$ cat src/rtl/disp_pkg.sv
// Shared definitions for the display arbiter: FSM encoding, dwell default,
// and active-low seven-segment patterns ({g..a}).
package disp_pkg;

  typedef enum logic [1:0] {
    ST_IDLE   = 2'd0,
    ST_GRANT0 = 2'd1,
    ST_GRANT1 = 2'd2
  } state_t;

  localparam int DWELL_TICKS_DEF = 120;

  localparam logic [6:0] SEG_BLANK = 7'b1111111;

  localparam logic [6:0] SEG_HEX_0 = 7'b1000000;
  localparam logic [6:0] SEG_HEX_1 = 7'b1111001;
  localparam logic [6:0] SEG_HEX_2 = 7'b0100100;
  localparam logic [6:0] SEG_HEX_3 = 7'b0110000;
  localparam logic [6:0] SEG_HEX_4 = 7'b0011001;
  localparam logic [6:0] SEG_HEX_5 = 7'b0010010;
  localparam logic [6:0] SEG_HEX_6 = 7'b0000010;
  localparam logic [6:0] SEG_HEX_7 = 7'b1111000;
  localparam logic [6:0] SEG_HEX_8 = 7'b0000000;
  localparam logic [6:0] SEG_HEX_9 = 7'b0010000;
  localparam logic [6:0] SEG_HEX_A = 7'b0001000;
  localparam logic [6:0] SEG_HEX_B = 7'b0000011;
  localparam logic [6:0] SEG_HEX_C = 7'b1000110;
  localparam logic [6:0] SEG_HEX_D = 7'b0100001;
  localparam logic [6:0] SEG_HEX_E = 7'b0000110;
  localparam logic [6:0] SEG_HEX_F = 7'b0001110;

endpackage

$ cat src/rtl/disp_arbiter_hex_to_seg7.sv
// Combinational hex nibble to active-low seven-segment decoder ({g..a}).
module hex_to_seg7
  import disp_pkg::*;
(
  input  logic [3:0] nibble,
  output logic [6:0] seg
);

  // full 0-F decode; default only guards against unknown inputs
  always_comb begin
    seg = SEG_BLANK;
    case (nibble)
      4'h0:    seg = SEG_HEX_0;
      4'h1:    seg = SEG_HEX_1;
      4'h2:    seg = SEG_HEX_2;
      4'h3:    seg = SEG_HEX_3;
      4'h4:    seg = SEG_HEX_4;
      4'h5:    seg = SEG_HEX_5;
      4'h6:    seg = SEG_HEX_6;
      4'h7:    seg = SEG_HEX_7;
      4'h8:    seg = SEG_HEX_8;
      4'h9:    seg = SEG_HEX_9;
      4'hA:    seg = SEG_HEX_A;
      4'hB:    seg = SEG_HEX_B;
      4'hC:    seg = SEG_HEX_C;
      4'hD:    seg = SEG_HEX_D;
      4'hE:    seg = SEG_HEX_E;
      4'hF:    seg = SEG_HEX_F;
      default: seg = SEG_BLANK;
    endcase
  end

endmodule

$ cat src/rtl/disp_arbiter.sv
// Two-requester display arbiter with dwell-limited preemption and a
// four-digit multiplexed hex display. Optional macro: DISP_LEAD_BLANK_EN.
module disp_arbiter
  import disp_pkg::*;
#(
  parameter int DWELL_TICKS = DWELL_TICKS_DEF
) (
  input  logic        CLK,
  input  logic        RESET,
  input  logic        EN240,
  input  logic        REQ0,
  input  logic [15:0] DATA0,
  input  logic        REQ1,
  input  logic [15:0] DATA1,
  output logic        GNT0,
  output logic        GNT1,
  output logic        OWNER,
  output logic [3:0]  AN4,
  output logic [6:0]  SEG7
);

  localparam int DW = (DWELL_TICKS < 1) ? 1 : $clog2(DWELL_TICKS + 1);
  localparam logic [DW-1:0] DWELL_MAX = DW'(DWELL_TICKS);

  state_t        state_r, state_s;
  logic          gnt0_r, gnt1_r, gnt0_s, gnt1_s;
  logic          change_s, entry_s, expired_s;
  logic [DW-1:0] dwell_r;
  logic          owner_r, last_r;
  logic [15:0]   disp_r;
  logic [1:0]    idx_r;
  logic          lit_r;
  logic [3:0]    an_r;
  logic [6:0]    seg_r;
  logic [3:0]    nib_s;
  logic [6:0]    dec_s, seg_s;

  assign expired_s = (dwell_r == DWELL_MAX);

  // state register and registered grants
  always_ff @(posedge CLK) begin
    if (RESET) begin
      state_r <= ST_IDLE;
      gnt0_r  <= 1'b0;
      gnt1_r  <= 1'b0;
    end else begin
      state_r <= state_s;
      gnt0_r  <= gnt0_s;
      gnt1_r  <= gnt1_s;
    end
  end

  // next-state: tie in IDLE goes to the requester not served last
  always_comb begin
    state_s = state_r;
    case (state_r)
      ST_IDLE: begin
        if (REQ0 && REQ1)  state_s = last_r ? ST_GRANT0 : ST_GRANT1;
        else if (REQ0)     state_s = ST_GRANT0;
        else if (REQ1)     state_s = ST_GRANT1;
        else               state_s = ST_IDLE;
      end
      ST_GRANT0: begin
        if (!REQ0)                 state_s = REQ1 ? ST_GRANT1 : ST_IDLE;
        else if (REQ1 && expired_s) state_s = ST_GRANT1;
        else                       state_s = ST_GRANT0;
      end
      ST_GRANT1: begin
        if (!REQ1)                 state_s = REQ0 ? ST_GRANT0 : ST_IDLE;
        else if (REQ0 && expired_s) state_s = ST_GRANT0;
        else                       state_s = ST_GRANT1;
      end
      default: state_s = ST_IDLE;
    endcase
  end

  // FSM outputs, decoded from the next state so grants register with it
  always_comb begin
    gnt0_s   = (state_s == ST_GRANT0);
    gnt1_s   = (state_s == ST_GRANT1);
    change_s = (state_s != state_r);
    entry_s  = change_s && (state_s != ST_IDLE);
  end

  // dwell counter: any state change clears it, even on an EN240 cycle
  always_ff @(posedge CLK) begin
    if (RESET) begin
      dwell_r <= '0;
    end else if (change_s) begin
      dwell_r <= '0;
    end else if ((state_r != ST_IDLE) && EN240 && !expired_s) begin
      dwell_r <= dwell_r + DW'(1);
    end else begin
      dwell_r <= dwell_r;
    end
  end

  // owner and last-served; last starts at 1 so requester 0 wins the first tie
  always_ff @(posedge CLK) begin
    if (RESET) begin
      owner_r <= 1'b0;
      last_r  <= 1'b1;
    end else if (entry_s) begin
      owner_r <= (state_s == ST_GRANT1);
      last_r  <= (state_s == ST_GRANT1);
    end else begin
      owner_r <= owner_r;
      last_r  <= last_r;
    end
  end

  // display register follows the granted requester, holds otherwise
  always_ff @(posedge CLK) begin
    if (RESET) begin
      disp_r <= 16'h0000;
    end else if (gnt0_r) begin
      disp_r <= DATA0;
    end else if (gnt1_r) begin
      disp_r <= DATA1;
    end else begin
      disp_r <= disp_r;
    end
  end

  // scan index; the first EN240 after reset only lights digit 0
  always_ff @(posedge CLK) begin
    if (RESET) begin
      idx_r <= 2'd0;
      lit_r <= 1'b0;
    end else if (EN240) begin
      idx_r <= lit_r ? idx_r + 2'd1 : idx_r;
      lit_r <= 1'b1;
    end else begin
      idx_r <= idx_r;
      lit_r <= lit_r;
    end
  end

  // nibble select for the active digit
  always_comb begin
    nib_s = disp_r[3:0];
    case (idx_r)
      2'd0:    nib_s = disp_r[3:0];
      2'd1:    nib_s = disp_r[7:4];
      2'd2:    nib_s = disp_r[11:8];
      2'd3:    nib_s = disp_r[15:12];
      default: nib_s = disp_r[3:0];
    endcase
  end

  hex_to_seg7 u_dec (
    .nibble (nib_s),
    .seg    (dec_s)
  );

`ifdef DISP_LEAD_BLANK_EN
  logic blank_s;

  // leading zeros from the top digit down are blanked; digit 0 always shows
  always_comb begin
    blank_s = 1'b0;
    case (idx_r)
      2'd3:    blank_s = (disp_r[15:12] == 4'h0);
      2'd2:    blank_s = (disp_r[15:8] == 8'h00);
      2'd1:    blank_s = (disp_r[15:4] == 12'h000);
      default: blank_s = 1'b0;
    endcase
  end

  assign seg_s = blank_s ? SEG_BLANK : dec_s;
`else
  assign seg_s = dec_s;
`endif

  // registered digit drive, dark until the scan has started
  always_ff @(posedge CLK) begin
    if (RESET) begin
      an_r  <= 4'b1111;
      seg_r <= SEG_BLANK;
    end else if (lit_r) begin
      an_r  <= ~(4'b0001 << idx_r);
      seg_r <= seg_s;
    end else begin
      an_r  <= 4'b1111;
      seg_r <= SEG_BLANK;
    end
  end

  assign GNT0  = gnt0_r;
  assign GNT1  = gnt1_r;
  assign OWNER = owner_r;
  assign AN4   = an_r;
  assign SEG7  = seg_r;

endmodule

$ cat config.mk
export PLATFORM = sky130hd
export DESIGN_NAME = disp_arbiter
export DESIGN_NICKNAME = d
export VERILOG_FILES = /design/src/rtl/disp_pkg.sv /design/src/rtl/disp_arbiter_hex_to_seg7.sv /design/src/rtl/disp_arbiter.sv
export SDC_FILE = /design/constraint.sdc
export NUM_CORES = 1
export LEC_CHECK = 0
export ABC_AREA = 1
export ABC_CLOCK_PERIOD_IN_PS = 2000
export CAP_MARGIN = 15
export CORE_ASPECT_RATIO = 0.7
export CORE_MARGIN = 2
export CORE_UTILIZATION = 45
export DETAILED_ROUTE_END_ITERATION = 16
export GPL_ROUTABILITY_DRIVEN = 0
export PLACE_DENSITY_LB_ADDON = 0.2
export SYNTH_ARGS = -nofsm -noshare
export SYNTH_HDL_FRONTEND = slang
export SYNTH_SLANG_ARGS = --single-unit
$ cat constraint.sdc
create_clock -name CLK -period 2 [get_ports CLK]
set_input_delay 0.6 -clock CLK [delete_from_list [all_inputs] [get_ports CLK]]
set_output_delay 0.6 -clock CLK [all_outputs]
set_load 0.005 [all_outputs]
# ---- Word-level counts from Yosys, hierarchy flattened
# Memories as Yosys holds them, arrays and structs flattened. A register that Yosys moved wholly into a read port is not among the register bits.
# Index checks and enable logic that the tools add are counted.
# Widths: inputs -> output; s select.
dict set report totals {
  input_bits 37
  ram_bits 0
  latch_bits 0
  ff_bits 36
  wordCells 53
  rom_bits 112
  output_inout_bits 14
  mem_count 1
}
# memory words width read_ports rd_ports_with_merged_regs write_ports line_no
set memory_table {}
lappend memory_table {{(no name shown)} 16 7 1 1 0 disp_arbiter_hex_to_seg7.sv:12} ;# case (nibble)
dict set report classes {
  magnitude_cmp 0
  bitwise_logic 2
  n_div 0
  add_sub_neg 2
  n_shift 1
  muxes 13
  reduce_logical 15
  mul 0
  n_eq_ne 9
}
# operator n
set ops {}
lappend ops {{$mux 16} 2}
lappend ops {{$mux 2} 8}
lappend ops {{$pmux 4 s4} 1}
lappend ops {{$eq 2x2->1 const B} 4}
lappend ops {{$add 7x1->7 const B} 1}
lappend ops {{$eq 7x7->1 const B} 1}
lappend ops {{$eq 2x1->1 const B} 3}
lappend ops {{$logic_and 1x1->1} 6}
lappend ops {{$pmux 2 s3} 1}
lappend ops {{$reduce_bool 2->1} 3}
lappend ops {{$logic_not 2->1} 2}
lappend ops {{$not 4->4} 1}
lappend ops {{$reduce_or 2->1} 2}
lappend ops {{$shl 1x2->4 const A} 1}
lappend ops {{$add 2x1->2 const B} 1}
lappend ops {{$ne 2x2->1} 1}
lappend ops {{$reduce_and 2->1} 1}
lappend ops {{$logic_not 1->1} 1}
lappend ops {{$mux 1} 1}
lappend ops {{$not 1->1} 1}

# ---- Logic depth before layout (Yosys ltp)
# Gate-level depths: netlist of run 1.
dict set report logic_depth {
  depth_word 7
  depth_mapped 11
  mapped_depth_nobuf 11
}

# ---- By module
# Synthesis of run 1 repeated with hierarchy kept, for this count alone.
dict set report unflattened {
  cells_unflattened 343
  area_unflattened_um2 2489.9
}
# module cells_per_inst n_inst area_each_um2 seq_area_each_um2
set modules_own_cells {}
lappend modules_own_cells {disp_arbiter 294 1 2215.9 860.8}
lappend modules_own_cells {hex_to_seg7 49 1 274.0 0.0}

# ---- Worst setup path before layout of run 1
# OpenSTA, ideal clock, no wires.
dict set report synth_path {
  path_kind {reg-to-reg}
  from {register idx_r[0]}
  to {register seg_r[5] (netlist: SEG7[5])}
  t_required_ps 1870
  period_less_slack_ps 1971
  arrival_time_ps 1841
  setup_ps 130
  setup_slack_ps 29
  stages_incl_launch_ff 12
  path_buffers 0
  cell_sequence {dfxtp_1 inv_1 ha_1 inv_1 o21ai_0 o21ai_0 inv_1 ha_1 nand3_1 nand2_1 nand2_1 nand3_1}
}
dict set report synth_between {
  elab_chain_cells 2
  word_cells_on_any_way 5
  classes_between {eq/ne (3); mux (1); reduce/logical (1)}
}
# element line_no
set synth_lines {}
lappend synth_lines {{start, declared} disp_arbiter.sv:31} ;# logic [1:0] idx_r;
lappend synth_lines {{start signal, assigned} disp_arbiter.sv:131} ;# idx_r <= lit_r ? idx_r + 2'd1 : idx_r;
lappend synth_lines {{start signal, assigned} disp_arbiter.sv:134} ;# idx_r <= idx_r;
lappend synth_lines {{$eq 2x2->1, or another cell as far along} disp_arbiter.sv:142} ;# case (idx_r)
lappend synth_lines {{$pmux 4 s4 *} disp_arbiter.sv:142}
lappend synth_lines {{end, declared} disp_arbiter.sv:34} ;# logic [6:0] seg_r;
# Mark *: on every way between the ends. The rest lies on a longest branch, timed or not.
# A chain may end at the register's enable or synchronous reset.

# ---- Final worst setup path of run 1
dict set report layout_path {
  from {register idx_r[1]}
  to {register seg_r[5] (netlist: SEG7[5])}
}
# Same word-level chain as after synthesis.

==> results of run 1 <==
[area by class of cell]
class	count	area, um2	area share (%)
multi-input combinational	216	1250	39.5
clock buffer	6	72.6	2.29
sequential	43	861	27.1
clock inverter	2	12.5	0.394
tap	72	90.1	2.84
inverter	69	259	8.16
timing repair buffer	65	626	19.7
[critical path: stages (launching register included)]
cell	delay, ps
dfxtp_1	360
inv_1	100
ha_1	220
buf_4	140
a21oi_1	180
inv_1	70
o21ai_2	350
inv_1	130
nand3_1	110
nand3_1	70
[cell usage after synthesis]
| cell type | number | area [um2] |
|---|---|---|
| nand2_1 | 71 | 267 |
| inv_1 | 67 | 251 |
| dfxtp_1 | 43 | 861 |
| nand3_1 | 36 | 180 |
| o21ai_0 | 24 | 120 |
| nor2_1 | 16 | 60.1 |
| ha_1 | 12 | 150 |
| o211ai_1 | 12 | 90.1 |
| a21oi_1 | 7 | 35.0 |
| nor3_2 | 7 | 70.1 |
| nand2_2 | 5 | 31.3 |
| clkbuf_1 | 4 | 15.0 |
| buf_2 | 3 | 15.0 |
| o22ai_1 | 3 | 18.8 |
| buf_6 | 2 | 22.5 |
| nand2_4 | 2 | 22.5 |
| nand3_2 | 2 | 20.0 |
| nor2_4 | 2 | 22.5 |
| nor3_1 | 2 | 10.0 |
| o21ai_2 | 2 | 17.5 |
| xnor2_1 | 2 | 17.5 |
| xor2_1 | 2 | 17.5 |
| a21boi_4 | 1 | 18.8 |
| a21oi_4 | 1 | 16.3 |
| clkinv_1 | 1 | 3.75 |
| inv_2 | 1 | 3.75 |
| nand3_4 | 1 | 17.5 |
| nor2_2 | 1 | 6.26 |
| o21ai_1 | 1 | 5.00 |
| o21bai_1 | 1 | 7.51 |
| o21bai_2 | 1 | 11.3 |
| o22ai_2 | 1 | 12.5 |
| or2_1 | 1 | 6.26 |
[registers in the layout (all words and copies together), names as in the netlist]
| signal | count |
|---|---|
| disp_r | 16 |
| SEG7 | 7 |
| dwell_r | 7 |
| AN4 | 4 |
| idx_r | 2 |
| state_r | 2 |
| GNT0 | 1 |
| GNT1 | 1 |
| OWNER | 1 |
| last_r | 1 |
| lit_r | 1 |
[logic make-up after synthesis]
family / after synthesis
AOI/OAI and AO/OA: 54
xor gates and xnor gates: 4
adders and majority gates: 12
buffers and inverters: 78
DFF: 43
and+or+nand+nor: 146
[metal layers]
metal	wire length, um	GRT usage (%)	share of wire, %
met1	2810	25.4	54
met4	18	3.92	0.34
met2	2140	26.7	41
met5	0	0	0
met3	253	5.50	4.8
[worst paths after layout]
| path | to | from | depth (start not counted) |
|---|---|---|---|
| worst max-delay path | SEG7[5] | idx_r[1] | 9 |
| worst min register to register | lit_r | lit_r | 2 |
| worst max register to register | SEG7[5] | idx_r[1] | 9 |
| worst min-delay path | lit_r | lit_r | 2 |
[per-stage QoR]
step	area [um2]	hold WS, ps	utilization, %
floorplan	2420	441	-
global placement	3080	457	58.9
detailed placement	3080	476	58.9
CTS	3160	488	60.5
global route	3170	511	60.7
finish	3170	482	60.7
[power groups by stage]
| stage | clock [W] | combinational (W) | sequential [W] |
|---|---|---|---|
| after global placement | 0 | 0.000650 | 0.000982 |
| final | 0.000542 | 0.000667 | 0.000964 |
| after detailed placement | 0 | 0.000656 | 0.000983 |
| after CTS | 0.000563 | 0.000660 | 0.000964 |
| after global routing | 0.000589 | 0.000740 | 0.000969 |
| after floorplan | 0 | 0.000423 | 0.000981 |
[repair_timing]
item,4_1_cts,5_1_grt
resized for setup,0,3
setup buffers,0,1
endpoints found under the setup margin,0,4
==> impl_metrics.yaml, run 1 <==
power_and_ir_drop:
  p_leak_nw: 1.39
  p_total_w: 0.00217
  ir_worst_vdd_v: 0.000346
  power_density_mw_per_mm2: 684
  clockPowerShare_pct: 24.9
  netSwitchingFraction_pct: 32.3
  p_int_w: 0.00147
  p_sw_w: 0.000701
  combPwrFrac_pct: 30.7
  seqPwrFrac_pct: 44.3
critical_path:
  cp.arrival_ps: 2040
  worstPathRequired_ps: 2190
  critPathMaxFanout: 9
  worst-r2r-setup-slack_ps: 150
  critPathLaunchType: "flip-flop"
  crit_type: "reg -> reg"
  worstSetupEndpointType: "flip-flop"
die:
  die_x_um: 91.7
  fp-row-count: 22
  core_mm2: 0.00523
  dieHeight_um: 65.4
  pin_count: 51
  die_area_mm2: 0.00600
  initial_utilization_pct: 46.3
layout:
  layout_common_cells: "nand2_1 (71), inv_1 (67), clkdlybuf4s50_1 (50)"
  mostFrequentLayoutCell: "nand2_1"
  layout.cells.non_filler: 473
  n_fill_cell: 477
  finalNetCount: 449
  synthToLayoutAreaGrowth_pct: 31.0
  diodes: 0
  drive_gt1_share_pct: 12.5
grt:
  antenna_found_initial: 0
  grt_usage_pct: 17.9
  grt_pass1_vias: 1893
  grt_max_degree: 25
  grt_overflow: 0
  grt_pass1_wl_um: 8580
sta:
  max_freq_mhz: 540
  fin_crit_ps: 1850
  setup-tns-final_ps: 0
  finalHoldViolCount: 0
  fin_crit_sh_pct: 92.5
  fin_skew_ps: 7.28
  worst_slack_ps: 150
  tightest_slew_ps: 559
  setup_viol: 0
  slew_violations: 0
  slew_headroom_pct: 62.7
  rsz0062_at_grt: "no"
placed_design:
  dp_hpwl_um: 4040
  port_buffers: 50
  dp_cells: 464
  dpl_worst_slack_ps: 15.9
clock_network:
  insertion_delay_ps: 290
  cts_tree: "built"
  numCtsBuffers: 5
  cts_buffer_depth: 2
  cts-htree-levels: 2
  clkSinkCount: 43
  clk_pin_slew_worst_paths_ps: 80
  postCtsHoldBufs: 0
  clockRootBuffer: "clkbuf_8"
synthesis:
  syn_area_mm2: 0.00242
  synth_compound_area_share_pct: 14.6
  postSynthAreaPerCell_um2: 7.19
  yosysWarnings: 0
  synthCells: 337
  muxShareOfSynthArea_pct: 0
  yosysSeqAreaShare_pct: 35.5
  synth_nets: 386
  synth_cell_types: 33
  synth-simple-area-share_pct: 29.4
  synth-xor-area-share_pct: 1.45
  synthAdderAreaFrac_pct: 6.20
  synth_top_family_by_area: "simple AND/OR/NAND/NOR gates"
  synth_seq_cells: 43
job:
  maxCapViolations: 0
drt:
  drc: 0
  vias: 2220
  drt_iter0_drc: 116
  drt_pass1_iterations: 4
  ant_nets: 0
  vias_per_cell: 4.69
  routed_wirelength_um: 5220
  wl_per_cell_um: 11.0
status:
  status: "finished, final reports clean"
worst_hold_path:
  hp-class: "reg -> reg"
Note: power is estimated with default switching activity, not from simulation.
==> run 2: changes to the inputs <==
Settings changed: SETUP_SLACK_MARGIN set to 0.3.
==> run 2 against run 1 <==
Net effect:
- via count grew 3.1%
- sequential share of layout area decreased by 1.6 points
- cell area is 7.8% higher
- clock power grew 29%
- clock skew hardly changed
- final cell count unchanged
- global-route usage is 2.5 points higher
- non-clock buffer count decreased by 1
- wire length rose by 21%
- sequential cell count unchanged
- critical path type unchanged
- largest power group unchanged
- highest routed layer is now met3
==> impl_metrics.yaml, run 2 (synthesis gave the netlist of run 1 again) <==
sta:
  fin_skew_ps: 7.66
  max_freq_mhz: 585
  fin_crit_sh_pct: 85.4
  rsz0062_at_grt: "yes"
  tightest_slew_ps: 571
  finalHoldWorstSlack_ps: 479
  slew_violations: 0
  slew_headroom_pct: 61.9
  setup_viol: 0
  fin_crit_ps: 1710
  finalHoldViolCount: 0
  setup-tns-final_ps: 0
drt:
  drt_pass1_iterations: 4
  drt_iter0_drc: 118
  vias_per_cell: 4.84
  wl_per_cell_um: 13.4
  ant_nets: 0
  vias: 2289
  drc: 0
  routed_wirelength_um: 6320
layout:
  fin_util_pct: 65.4
  mostFrequentLayoutCell: "nand2_1"
  final_area_mm2: 0.00342
  finalNetCount: 449
  largest_reg_flops: 16
  drive_gt1_share_pct: 21.9
  diodes: 0
  synthToLayoutAreaGrowth_pct: 41.2
  layout_common_cells: "nand2_1 (71), inv_1 (57), dfxtp_1 (37)"
  top_register: "disp_r"
clock_network:
  cts_buffer_depth: 2
  postCtsHoldBufs: 0
  clkSinkCount: 43
  clockRootBuffer: "clkbuf_8"
  numCtsBuffers: 5
  cts-htree-levels: 2
  cts_tree: "built"
  insertion_delay_ps: 290
  clk_pin_slew_worst_paths_ps: 80
die:
  die_area_mm2: 0.00600
  pin_count: 51
  die_x_um: 91.7
  fp-row-count: 22
  core_mm2: 0.00523
  initial_utilization_pct: 46.3
  dieHeight_um: 65.4
power_and_ir_drop:
  p_leak_nw: 1.45
  seqPwrFrac_pct: 39.6
  ir_worst_vdd_v: 0.000445
  clockPowerShare_pct: 28.5
  power_density_mw_per_mm2: 715
  combPwrFrac_pct: 31.8
  p_int_w: 0.00166
  p_total_w: 0.00245
  p_sw_w: 0.000783
  netSwitchingFraction_pct: 32.0
grt:
  grt_pass1_wl_um: 9680
  grt_overflow: 0
  antenna_found_initial: 0
  grt_max_degree: 25
  grt_usage_pct: 20.4
  grt_pass1_vias: 2106
status:
  status: "finished, final reports clean"
critical_path:
  critPathLaunchType: "flip-flop"
  reg2reg_depth: 11
  worstSetupEndpointType: "flip-flop"
  cp.arrival_ps: 1890
  crit_type: "reg -> reg"
  critPathMaxFanout: 4
  worstPathRequired_ps: 2180
worst_hold_path:
  hold_path_depth: 2
  hp-class: "reg -> reg"
job:
  maxCapViolations: 0
placed_design:
  port_buffers: 50
  dp_hpwl_um: 4130
  placed_area_mm2: 0.00303
-- run 2: layer usage --
metal	track usage [%]	part of all wire [%]	routed length, um
met3	4.47	5.5	345
met4	3.92	0	0
met5	0	0	0
met2	31.5	45	2840
met1	29.5	50	3130
-- run 2: per-stage QoR --
| step | instances | setup WS [ps] |
|---|---|---|
| finish | 473 | 291 |
| CTS | 468 | 303 |
| global route | 473 | 208 |
| detailed placement | 456 | 17.7 |
| floorplan | 337 | 306 |
| global placement | 456 | 60.1 |
-- run 2: worst paths after layout --
| kind | startpoint | endpoint | slack, ps |
|---|---|---|---|
| worst min-delay path | lit_r | lit_r | 480 |
| worst max-delay path | idx_r[1] | SEG7[0] | 290 |
| worst max register to register | idx_r[1] | SEG7[0] | 290 |
| worst min register to register | lit_r | lit_r | 480 |
-- run 2: area by class of cell --
cell class                      instances  area, um2
Clock inverter                          2       35.0
Multi-Input combinational cell        217       1440
Sequential cell                        43        873
Timing Repair Buffer                   64        624
Fill cell                             456       1810
Clock buffer                            6       82.6
Tap cell                               72       90.1
Inverter                               69        274
-- run 2: critical path, stage by stage (launching register included) --
cell	delay (ps)
dfxtp_4	400
inv_4	70
ha_4	170
a21oi_2	120
o211ai_1	110
o21ai_2	130
inv_2	120
ha_4	190
inv_2	60
nand3_2	90
nand3_2	90
nand3_1	60
-- run 2: power groups by stage --
stage | sequential (W) | clock, W | combinational, W
after floorplan | 0.000981 | 0 | 0.000430
after global placement | 0.000981 | 0 | 0.000644
after detailed placement | 0.000983 | 0 | 0.000648
after CTS | 0.000967 | 0.000709 | 0.000688
after global routing | 0.000976 | 0.000746 | 0.000859
final | 0.000969 | 0.000698 | 0.000778
-- run 2: what timing repair did --
action | in CTS | in global routing
pin swaps | 3 | 10
cloned | 0 | 1
resized for setup | 41 | 31
buffers inserted | 4 | 4
endpoints found under the hold margin | 0 | 0
setup endpoints to repair | 18 | 22
